--- src/rtl/connect4_pkg.sv ---
// connect4_pkg: shared token-drop state encoding and keyboard keycodes
package connect4_pkg;
  typedef enum logic [1:0] {HOVER, FALL, LAND} drop_state_t;
  localparam logic [7:0] KEY_LEFT  = 8'h04;
  localparam logic [7:0] KEY_RIGHT = 8'h07;
  localparam logic [7:0] KEY_DROP  = 8'h2C;
endpackage

--- src/rtl/token_drop_ctrl_key_edge_detect.sv ---
// key_edge_detect: registers the previous keycode and emits one-frame press pulses
module key_edge_detect
  import connect4_pkg::*;
(
  input  logic       frame_clk,
  input  logic       Reset,
  input  logic [7:0] keycode,
  output logic       left_p,
  output logic       right_p,
  output logic       drop_p
);
  logic [7:0] prev_key;
  // prev_key tracks the keycode every frame, regardless of controller state
  always_ff @(posedge frame_clk or negedge Reset)
    if (!Reset) prev_key <= '0;
    else prev_key <= keycode;
  assign left_p  = keycode == KEY_LEFT  && prev_key != KEY_LEFT;
  assign right_p = keycode == KEY_RIGHT && prev_key != KEY_RIGHT;
  assign drop_p  = keycode == KEY_DROP  && prev_key != KEY_DROP;
endmodule

--- src/rtl/token_drop_ctrl.sv ---
// token_drop_ctrl: token cursor, per-frame fall animation and drop handshake (CURSOR_WRAP_EN enables cursor wrap)
module token_drop_ctrl
  import connect4_pkg::*;
#(
  parameter int COLS      = 7,
  parameter int ROWS      = 6,
  parameter int CELL_W    = 64,
  parameter int CELL_H    = 64,
  parameter int X0        = 96,
  parameter int Y0        = 112,
  parameter int FALL_STEP = 8
) (
  input  logic                      frame_clk,
  input  logic                      Reset,
  input  logic [7:0]                keycode,
  input  logic [$clog2(ROWS)-1:0]   land_row,
  input  logic                      col_full,
  input  logic                      drop_ready,
  output logic [$clog2(COLS)-1:0]   cursor_col,
  output logic [9:0]                BallX,
  output logic [9:0]                BallY,
  output logic                      busy,
  output logic                      drop_valid,
  output logic [$clog2(COLS)-1:0]   drop_col,
  output logic [$clog2(ROWS)-1:0]   drop_row
);
  localparam int CW = $clog2(COLS);
  localparam int RW = $clog2(ROWS);
  localparam logic [9:0] HOVER_Y = 10'(Y0 - CELL_H);
  localparam logic [CW-1:0] LAST_COL = CW'(COLS - 1);
  drop_state_t state;
  logic [RW-1:0] tgt_row;
  logic [9:0] tgt_y;
  logic [10:0] fall_sum;
  logic [CW-1:0] col_left, col_right;
  logic left_p, right_p, drop_p;
  key_edge_detect u_keys (
    .frame_clk(frame_clk),
    .Reset(Reset),
    .keycode(keycode),
    .left_p(left_p),
    .right_p(right_p),
    .drop_p(drop_p)
  );
  // neighbour columns: wrap around or saturate at the board edges
  always_comb begin
`ifdef CURSOR_WRAP_EN
    col_left  = cursor_col == '0 ? LAST_COL : cursor_col - 1'b1;
    col_right = cursor_col == LAST_COL ? '0 : cursor_col + 1'b1;
`else
    col_left  = cursor_col == '0 ? cursor_col : cursor_col - 1'b1;
    col_right = cursor_col == LAST_COL ? cursor_col : cursor_col + 1'b1;
`endif
    fall_sum  = {1'b0, BallY} + 11'(FALL_STEP);
  end
  assign BallX      = 10'(X0 + int'(cursor_col) * CELL_W);
  assign busy       = state != HOVER;
  assign drop_valid = state == LAND;
  // hover/fall/land sequencing with cursor and fall datapath
  always_ff @(posedge frame_clk or negedge Reset)
    if (!Reset) begin
      state      <= HOVER;
      cursor_col <= CW'(COLS / 2);
      BallY      <= HOVER_Y;
      tgt_row    <= '0;
      tgt_y      <= '0;
      drop_col   <= '0;
      drop_row   <= '0;
    end else
      case (state)
        HOVER:
          if (left_p) cursor_col <= col_left;
          else if (right_p) cursor_col <= col_right;
          else if (drop_p && !col_full) begin
            tgt_row <= land_row;
            tgt_y   <= 10'(Y0 + int'(land_row) * CELL_H);
            state   <= FALL;
          end
        FALL:
          if (fall_sum >= {1'b0, tgt_y}) begin
            BallY    <= tgt_y;
            drop_col <= cursor_col;
            drop_row <= tgt_row;
            state    <= LAND;
          end else BallY <= fall_sum[9:0];
        LAND:
          if (drop_ready) begin
            BallY <= HOVER_Y;
            state <= HOVER;
          end
        default: state <= HOVER;
      endcase
endmodule
--- config.mk ---
export PLATFORM = sky130hd
export DESIGN_NAME = token_drop_ctrl
export DESIGN_NICKNAME = d
export VERILOG_FILES = /design/src/rtl/connect4_pkg.sv /design/src/rtl/token_drop_ctrl_key_edge_detect.sv /design/src/rtl/token_drop_ctrl.sv
export SDC_FILE = /design/constraint.sdc
export NUM_CORES = 1
export LEC_CHECK = 0
export BUFFER_PORTS_ARGS = -buffer_cell sky130_fd_sc_hd__buf_2
export CAP_MARGIN = 20
export CELL_PAD_IN_SITES_DETAIL_PLACEMENT = 0
export CELL_PAD_IN_SITES_GLOBAL_PLACEMENT = 1
export CORE_ASPECT_RATIO = 0.9
export CORE_UTILIZATION = 40
export CTS_CLUSTER_SIZE = 25
export DETAILED_ROUTE_END_ITERATION = 8
export PLACE_DENSITY = 0.87
export SKIP_LAST_GASP = 1
export SLEW_MARGIN = 15
export SYNTH_ARGS = -nofsm -noshare
export SYNTH_HDL_FRONTEND = slang
export SYNTH_HIERARCHICAL = 1
export SYNTH_SLANG_ARGS = --single-unit
--- constraint.sdc ---
create_clock -name frame_clk -period 6.65 [get_ports frame_clk]
set_clock_uncertainty 0.15 [all_clocks]
set_input_delay 0.665 -clock frame_clk [delete_from_list [all_inputs] [get_ports frame_clk]]
set_output_delay 0.665 -clock frame_clk [all_outputs]
set_load 0.02 [all_outputs]
# ---- After elaboration in Yosys (flattened, before gate mapping)
# Index checks and enable logic that the tools add are counted.
dict set report classes {
  n_reduce_logical 15
  n_eq_ne 16
  shifts 0
  bitwise_logic 2
  mul 0
  mux 13
  magnitude_cmp 1
  n_addsub 5
  div_mod_pow 0
}
# op n
set ops {}
lappend ops {{adder 7 x 9 -> 10 bit (first input constant)} 2}
lappend ops {{2-to-1 mux 10 bit} 2}
lappend ops {{case mux 10 bit (2 select lines)} 1}
lappend ops {{equality test 8 x 3 -> 1 bit (second input constant)} 2}
lappend ops {{inequality test 8 x 3 -> 1 bit (second input constant)} 2}
lappend ops {{inequality test 2 bit (second input constant)} 7}
lappend ops {{2-to-1 mux 3 bit} 4}
lappend ops {{adder 10 x 4 -> 11 bit (second input constant)} 1}
lappend ops {{>= comparator 11 x 10 -> 1 bit} 1}
lappend ops {{2-to-1 mux 2 bit} 5}
lappend ops {{equality test 8 x 6 -> 1 bit (second input constant)} 1}
lappend ops {{inequality test 8 x 6 -> 1 bit (second input constant)} 1}
lappend ops {{AND reduction 4 bit} 2}
lappend ops {{case mux 2 bit (3 select lines)} 1}
lappend ops {{nonzero test 2 bit} 3}
lappend ops {{AND reduction 5 bit} 1}
lappend ops {{logical AND 1 bit} 4}
lappend ops {{AND reduction 2 bit} 2}
lappend ops {{adder 3 x 1 -> 3 bit (second input constant)} 1}
lappend ops {{equality test 3 bit (second input constant)} 1}
lappend ops {{logical NOT 3 bit} 1}
lappend ops {{subtractor 3 x 1 -> 3 bit (second input constant)} 1}
lappend ops {{equality test 2 x 1 -> 1 bit (second input constant)} 1}
lappend ops {{equality test 2 bit (second input constant)} 1}
lappend ops {{other kinds (3)} 4}
dict set report totals {
  word_cells 60
  in_bits 15
  output_inout_bits 31
  latch_bits 0
  romBits 0
  memories 0
  ram_bits 0
  reg_bits 42
}

# ---- Depth between registers and ports, before layout
dict set report logic_depth {
  ltp_word 7
  depth_mapped 10
  mapped_depth_nobuf 9
}

# ---- By module
# The synthesis kept the hierarchy.
# mod seq_area_each_um2 cells_per_inst area_each_um2 instances
set by_module_without_submodules {}
lappend by_module_without_submodules {token_drop_ctrl 655.6 159 1675.4 1}
lappend by_module_without_submodules {key_edge_detect 200.2 19 299.0 1}

# ---- Worst setup path after synthesis
# Ideal clock, no wire load.
dict set report synth_path {
  kind {reg2reg}
  startpoint {register BallY[5]}
  endpoint {register drop_col[0]}
  setup_slack_ns 3.885
  stages_incl_launch_ff 11
  arrival_ns 2.490
  path_buffers 1
  synth_period_minus_slack_ns 2.765
  path_cell_list {dfstp_2 -> buf_4 -> nand3_4 -> or2_1 -> xnor2_1 -> ha_1 -> a21o_1 -> a21oi_1 -> o21a_4 -> a21oi_4 -> mux2_4}
}
dict set report synth_via {
  elab_chain_cells 3
}
# item line
set synth_rtl {}
lappend synth_rtl {{start, declared} token_drop_ctrl.sv:21} ;# output logic [9:0] BallY,
lappend synth_rtl {{start signal, assigned} token_drop_ctrl.sv:81} ;# BallY <= tgt_y;
lappend synth_rtl {{start signal, assigned} token_drop_ctrl.sv:85} ;# end else BallY <= fall_sum[9:0];
lappend synth_rtl {{adder 10 x 4 -> 11 bit} token_drop_ctrl.sv:54} ;# fall_sum = {1'b0, BallY} + 11'(FALL_STEP);
lappend synth_rtl {{>= comparator 11 x 10 -> 1 bit} token_drop_ctrl.sv:80} ;# if (fall_sum >= {1'b0, tgt_y}) begin
lappend synth_rtl {{AND reduction 2 bit (no source line)} n/a}
lappend synth_rtl {{end signal, assigned} token_drop_ctrl.sv:82} ;# drop_col <= cursor_col;
lappend synth_rtl {{end, declared} token_drop_ctrl.sv:24} ;# output logic [$clog2(COLS)-1:0] drop_col,
# No other way between the ends.
# A chain may end at the register's enable or synchronous reset.

# ---- Worst setup path in the final report
dict set report layout_path {
  startpoint {register BallY[5]}
  endpoint {register drop_row[0]}
}
dict set report layout_via {
  elab_chain_cells 3
}
# item line
set layout_rtl {}
lappend layout_rtl {{adder 10 x 4 -> 11 bit} token_drop_ctrl.sv:54}
lappend layout_rtl {{>= comparator 11 x 10 -> 1 bit} token_drop_ctrl.sv:80}
lappend layout_rtl {{AND reduction 2 bit (no source line)} n/a}
lappend layout_rtl {{end signal, assigned} token_drop_ctrl.sv:83} ;# drop_row <= tgt_row;
lappend layout_rtl {{end, declared} token_drop_ctrl.sv:25} ;# output logic [$clog2(ROWS)-1:0] drop_row
# No other way between the ends.

==> flow_summary.toml <==
[yosys]
yosys.area_share.simple_pct = 15.8
synth_warnings = 6
synth_fa_ha_area_share_pct = 7.98
netlist-cell-type-count = 47
post_synth_instance_area_mm2 = 0.00197
netlist_top_cells_area = "sky130_fd_sc_hd__dfrtp_1 (38%), sky130_fd_sc_hd__ha_1 (7.0%), sky130_fd_sc_hd__mux2_4 (6.8%), sky130_fd_sc_hd__dfstp_2 (5.3%), sky130_fd_sc_hd__a211oi_1 (4.2%)"
yosys_register_bits = 34
dominant_combinational_cell_family_by_area_after_synthesis = "simple AND/OR/NAND/NOR gates"
yosysTopAreaCellShare_pct = 38.0
synth-edff-count = 0
post_synth.cell_area_avg_um2 = 11.1
ys.flop_type = "sky130_fd_sc_hd__dfrtp_1"
synth_compound_area_share_pct = 13.1
synth-async-reset-ratio_pct = 100
synth_sequential_area_ratio_pct = 43.3
postSynthCellCount = 178
yosys-mux-area-fraction_pct = 7.92
synth_xor_area_share_pct = 4.44
synth_largest_area_cell = "sky130_fd_sc_hd__dfrtp_1"

[hold_path]
type_of_the_worst_min_delay_path = "in2async"

[clocking]
clock-root-buffer = "sky130_fd_sc_hd__clkbuf_8"
maximum_buffer_depth_of_the_clock_tree = 2
clk-insertion-delay-late_ps = 280
cts_tree = "built"
post-cts-setup-buffers = 0
clkTransAtPathRegs_ps = 70
postCtsHoldBufs = 0
number_of_buffers_added_by_the_clock_tree_synthesis_step = 5
numClockSinks = 34
ctsHtreeMaxLevel = 2
ctsResizeCount = 0

[floorplanning]
overall_die_width_um = 76.1
dieHeight_um = 68.7
num_rows = 23
placeable_core_region_mm2 = 0.00460
pin_count = 46
design.die.area_mm2 = 0.00522
floorplan.initialDensity_pct = 42.9

[sta]
timing.final.crit_period_ps = 2820
tightest_slew_ps = 754
timing.hold.ws_ps = 296
rsz0062_at_grt = "no"
final_min_period_over_clock_period_pct = 42.3
final-hold-violation-count = 0
report.final.slew_viol_count = 0
relSlewSlack_pct = 49.7
final_setup_slack_of_the_worst_path_ps = 3830
fin_tns_setup_ps = 0
max_freq_mhz = 355
report.final.setup_viol = 0

[routing]
avgRoutedWirePerCell_um = 13.4
drt-pass1-iter-count = 4
drt-initial-drc-count = 79
routed_wirelength_um = 3720
vias = 1384
routed_via_density = 5.00
detail-route-antenna-nets = 0
total_drc_errors_in_the_routed_layout = 0

[global_routing]
grt.met3_usage_pct = 3.29
grt_pass1_wl_um = 6470
grt_start_max_net_pins = 35
most_crowded_layer_after_global_routing = "met2"
antenna_found_initial = 0
grtUsageMet2_pct = 27.4
grt_pass1_vias = 1392
grt_overflow_total = 0
met1_global_route_usage_pct = 20.7
grtUsageTotal_pct = 16.2

[final_layout]
antenna_cells_inserted = 0
final_net_count = 241
final_util_pct = 48.9
syn2layout_area_growth_pct = 14.1
fin_area_mm2 = 0.00225
drive_gt1_share_pct = 29.3

[place]
pre_cts_worst_setup_slack_ps = 3600
globalplace.congestion = 0.777
io_buffers = 36
placed_cell_area_mm2 = 0.00216
dp.final_hpwl_um = 2720

[worst_setup_path]
critPathMaxStageDelay_ps = 630
worstPathMaxFanout = 8
critPathCaptureType = "flip-flop"
critPathTopFamily = "compound AO/OA/AOI/OAI gates"
crit_path_start_kind = "flip-flop"
critical_path_arrival_ps = 2840
timing.setup.critical_path_class = "reg2reg"
required_ps = 6670
worst-path-buf-inv = 0
slowest_stage = "sky130_fd_sc_hd__dfstp_2"
crit_path_cell_trace = "nand3_4 -> or2_1 -> xnor2_1 -> ha_1 -> a21o_1 -> a21oi_1 -> o21a_4 -> a21oi_4 -> mux2_4"

[pwr]
leakage_nw = 1.13
worst_ir_drop_vdd_mv = 0.136
power_per_cell_area_mw_per_mm2 = 318

[run]
total_of_max_cap_violations = 0

[outcome]
status = "completed"
==> cell type report <==
| class | instances | area [um2] |
|---|---|---|
| Clock buffer | 7 | 86.3 |
| Clock inverter | 1 | 5.00 |
| Fill cell | 433 | 2350 |
| Inverter | 11 | 41.3 |
| Multi-Input combinational cell | 126 | 1010 |
| Sequential cell | 34 | 856 |
| Tap cell | 62 | 77.6 |
| Timing Repair Buffer | 36 | 180 |
==> worst paths after layout <==
kind | startpoint | end | slack [ps] | depth (start not counted)
min reg2reg | tgt_y[9] | tgt_y[9] | 350 | 2
min | Reset | BallY[9] | 300 | 1
max in group asynchronous | Reset | tgt_y[6] | 5570 | 1
max reg2reg | BallY[5] | drop_row[0] | 3830 | 9
max | BallY[5] | drop_row[0] | 3830 | 9
min in group frame_clk | tgt_y[9] | tgt_y[9] | 350 | 2
==> power breakdown <==
| group | internal, mW | switching, mW | total, mW |
|---|---|---|---|
| registers | 0.243 | 0.0440 | 0.287 |
| logic | 0.106 | 0.169 | 0.274 |
| clock network | 0.0834 | 0.0707 | 0.154 |
| total | 0.432 | 0.283 | 0.715 |
==> layer usage <==
layer / part of all wire, % / wire [um]
met5: 0 / 0
met1: 49 / 1810
met3: 4.2 / 156
met2: 45 / 1690
met4: 1.7 / 62
==> cell usage in the layout, fill, tap and decap left out, types with 2 or more instances in the layout <==
| master | instances |
|---|---|
| sky130_fd_sc_hd__a21oi_1 | 5 |
| sky130_fd_sc_hd__dfrtp_1 | 30 |
| sky130_fd_sc_hd__xnor2_1 | 5 |
| sky130_fd_sc_hd__inv_1 | 11 |
| sky130_fd_sc_hd__and3_1 | 2 |
| sky130_fd_sc_hd__or3_1 | 5 |
| sky130_fd_sc_hd__dfstp_2 | 4 |
| sky130_fd_sc_hd__a211o_1 | 4 |
| sky130_fd_sc_hd__nand3_1 | 8 |
| sky130_fd_sc_hd__ha_1 | 11 |
| sky130_fd_sc_hd__or4_4 | 2 |
| sky130_fd_sc_hd__o21ai_0 | 4 |
| sky130_fd_sc_hd__conb_1 | 9 |
| sky130_fd_sc_hd__nand2_1 | 10 |
| sky130_fd_sc_hd__xor2_1 | 5 |
| sky130_fd_sc_hd__nor2_1 | 3 |
| sky130_fd_sc_hd__buf_2 | 36 |
| sky130_fd_sc_hd__nand2b_1 | 2 |
| sky130_fd_sc_hd__a21o_1 | 2 |
| sky130_fd_sc_hd__nor2b_1 | 3 |
| sky130_fd_sc_hd__clkbuf_8 | 6 |
| sky130_fd_sc_hd__mux2_4 | 9 |
| sky130_fd_sc_hd__a211oi_1 | 11 |
| sky130_fd_sc_hd__o21ai_1 | 2 |
| sky130_fd_sc_hd__or2_1 | 2 |
| sky130_fd_sc_hd__nor3_1 | 2 |
==> synthesized netlist by cell type (2+ instances only) <==
cell type and instances:
sky130_fd_sc_hd__dfstp_2 4, sky130_fd_sc_hd__or3_1 5, sky130_fd_sc_hd__a21oi_1 5, sky130_fd_sc_hd__xor2_1 5, sky130_fd_sc_hd__a211oi_1 11, sky130_fd_sc_hd__conb_1 2, sky130_fd_sc_hd__o21ai_1 2, sky130_fd_sc_hd__or4_4 2
sky130_fd_sc_hd__clkbuf_1 3, sky130_fd_sc_hd__dfrtp_1 30, sky130_fd_sc_hd__a21o_1 2, sky130_fd_sc_hd__nand3_1 8, sky130_fd_sc_hd__nor2_1 3, sky130_fd_sc_hd__ha_1 11, sky130_fd_sc_hd__mux2_4 9, sky130_fd_sc_hd__or2_1 2
sky130_fd_sc_hd__nor2b_1 3, sky130_fd_sc_hd__nand2_1 10, sky130_fd_sc_hd__a211o_1 4, sky130_fd_sc_hd__inv_1 11, sky130_fd_sc_hd__xnor2_1 5, sky130_fd_sc_hd__nor3_1 2, sky130_fd_sc_hd__o21ai_0 4, sky130_fd_sc_hd__buf_4 10
sky130_fd_sc_hd__and3_1 2, sky130_fd_sc_hd__nand2b_1 2
==> registers in the layout, indices dropped and copies added (netlist names) <==
| name | count |
|---|---|
| state | 2 |
| drop_col | 3 |
| cursor_col | 3 |
| BallY | 7 |
| tgt_y | 5 |
| drop_row | 3 |
| tgt_row | 3 |
| u_keys/prev_key | 8 |
==> stage by stage <==
| step | instances | total power, mW |
|---|---|---|
| CTS | 277 | 0.723 |
| global placement | 269 | 0.560 |
| detailed placement | 269 | 0.564 |
| floorplan | 185 | 0.492 |
| global route | 277 | 0.774 |
| finish | 277 | 0.715 |
==> cell families (layout without fill, tap and decap cells) <==
family | Yosys count | count (layout)
mux | 11 | 11
xor+xnor | 10 | 10
other cells | 2 | 9
simple gates | 49 | 49
flops | 34 | 34
fa+ha+maj | 12 | 12
buf+inv | 25 | 55
compound gates | 35 | 35
No activity file was read; power rests on OpenSTA's default activity.
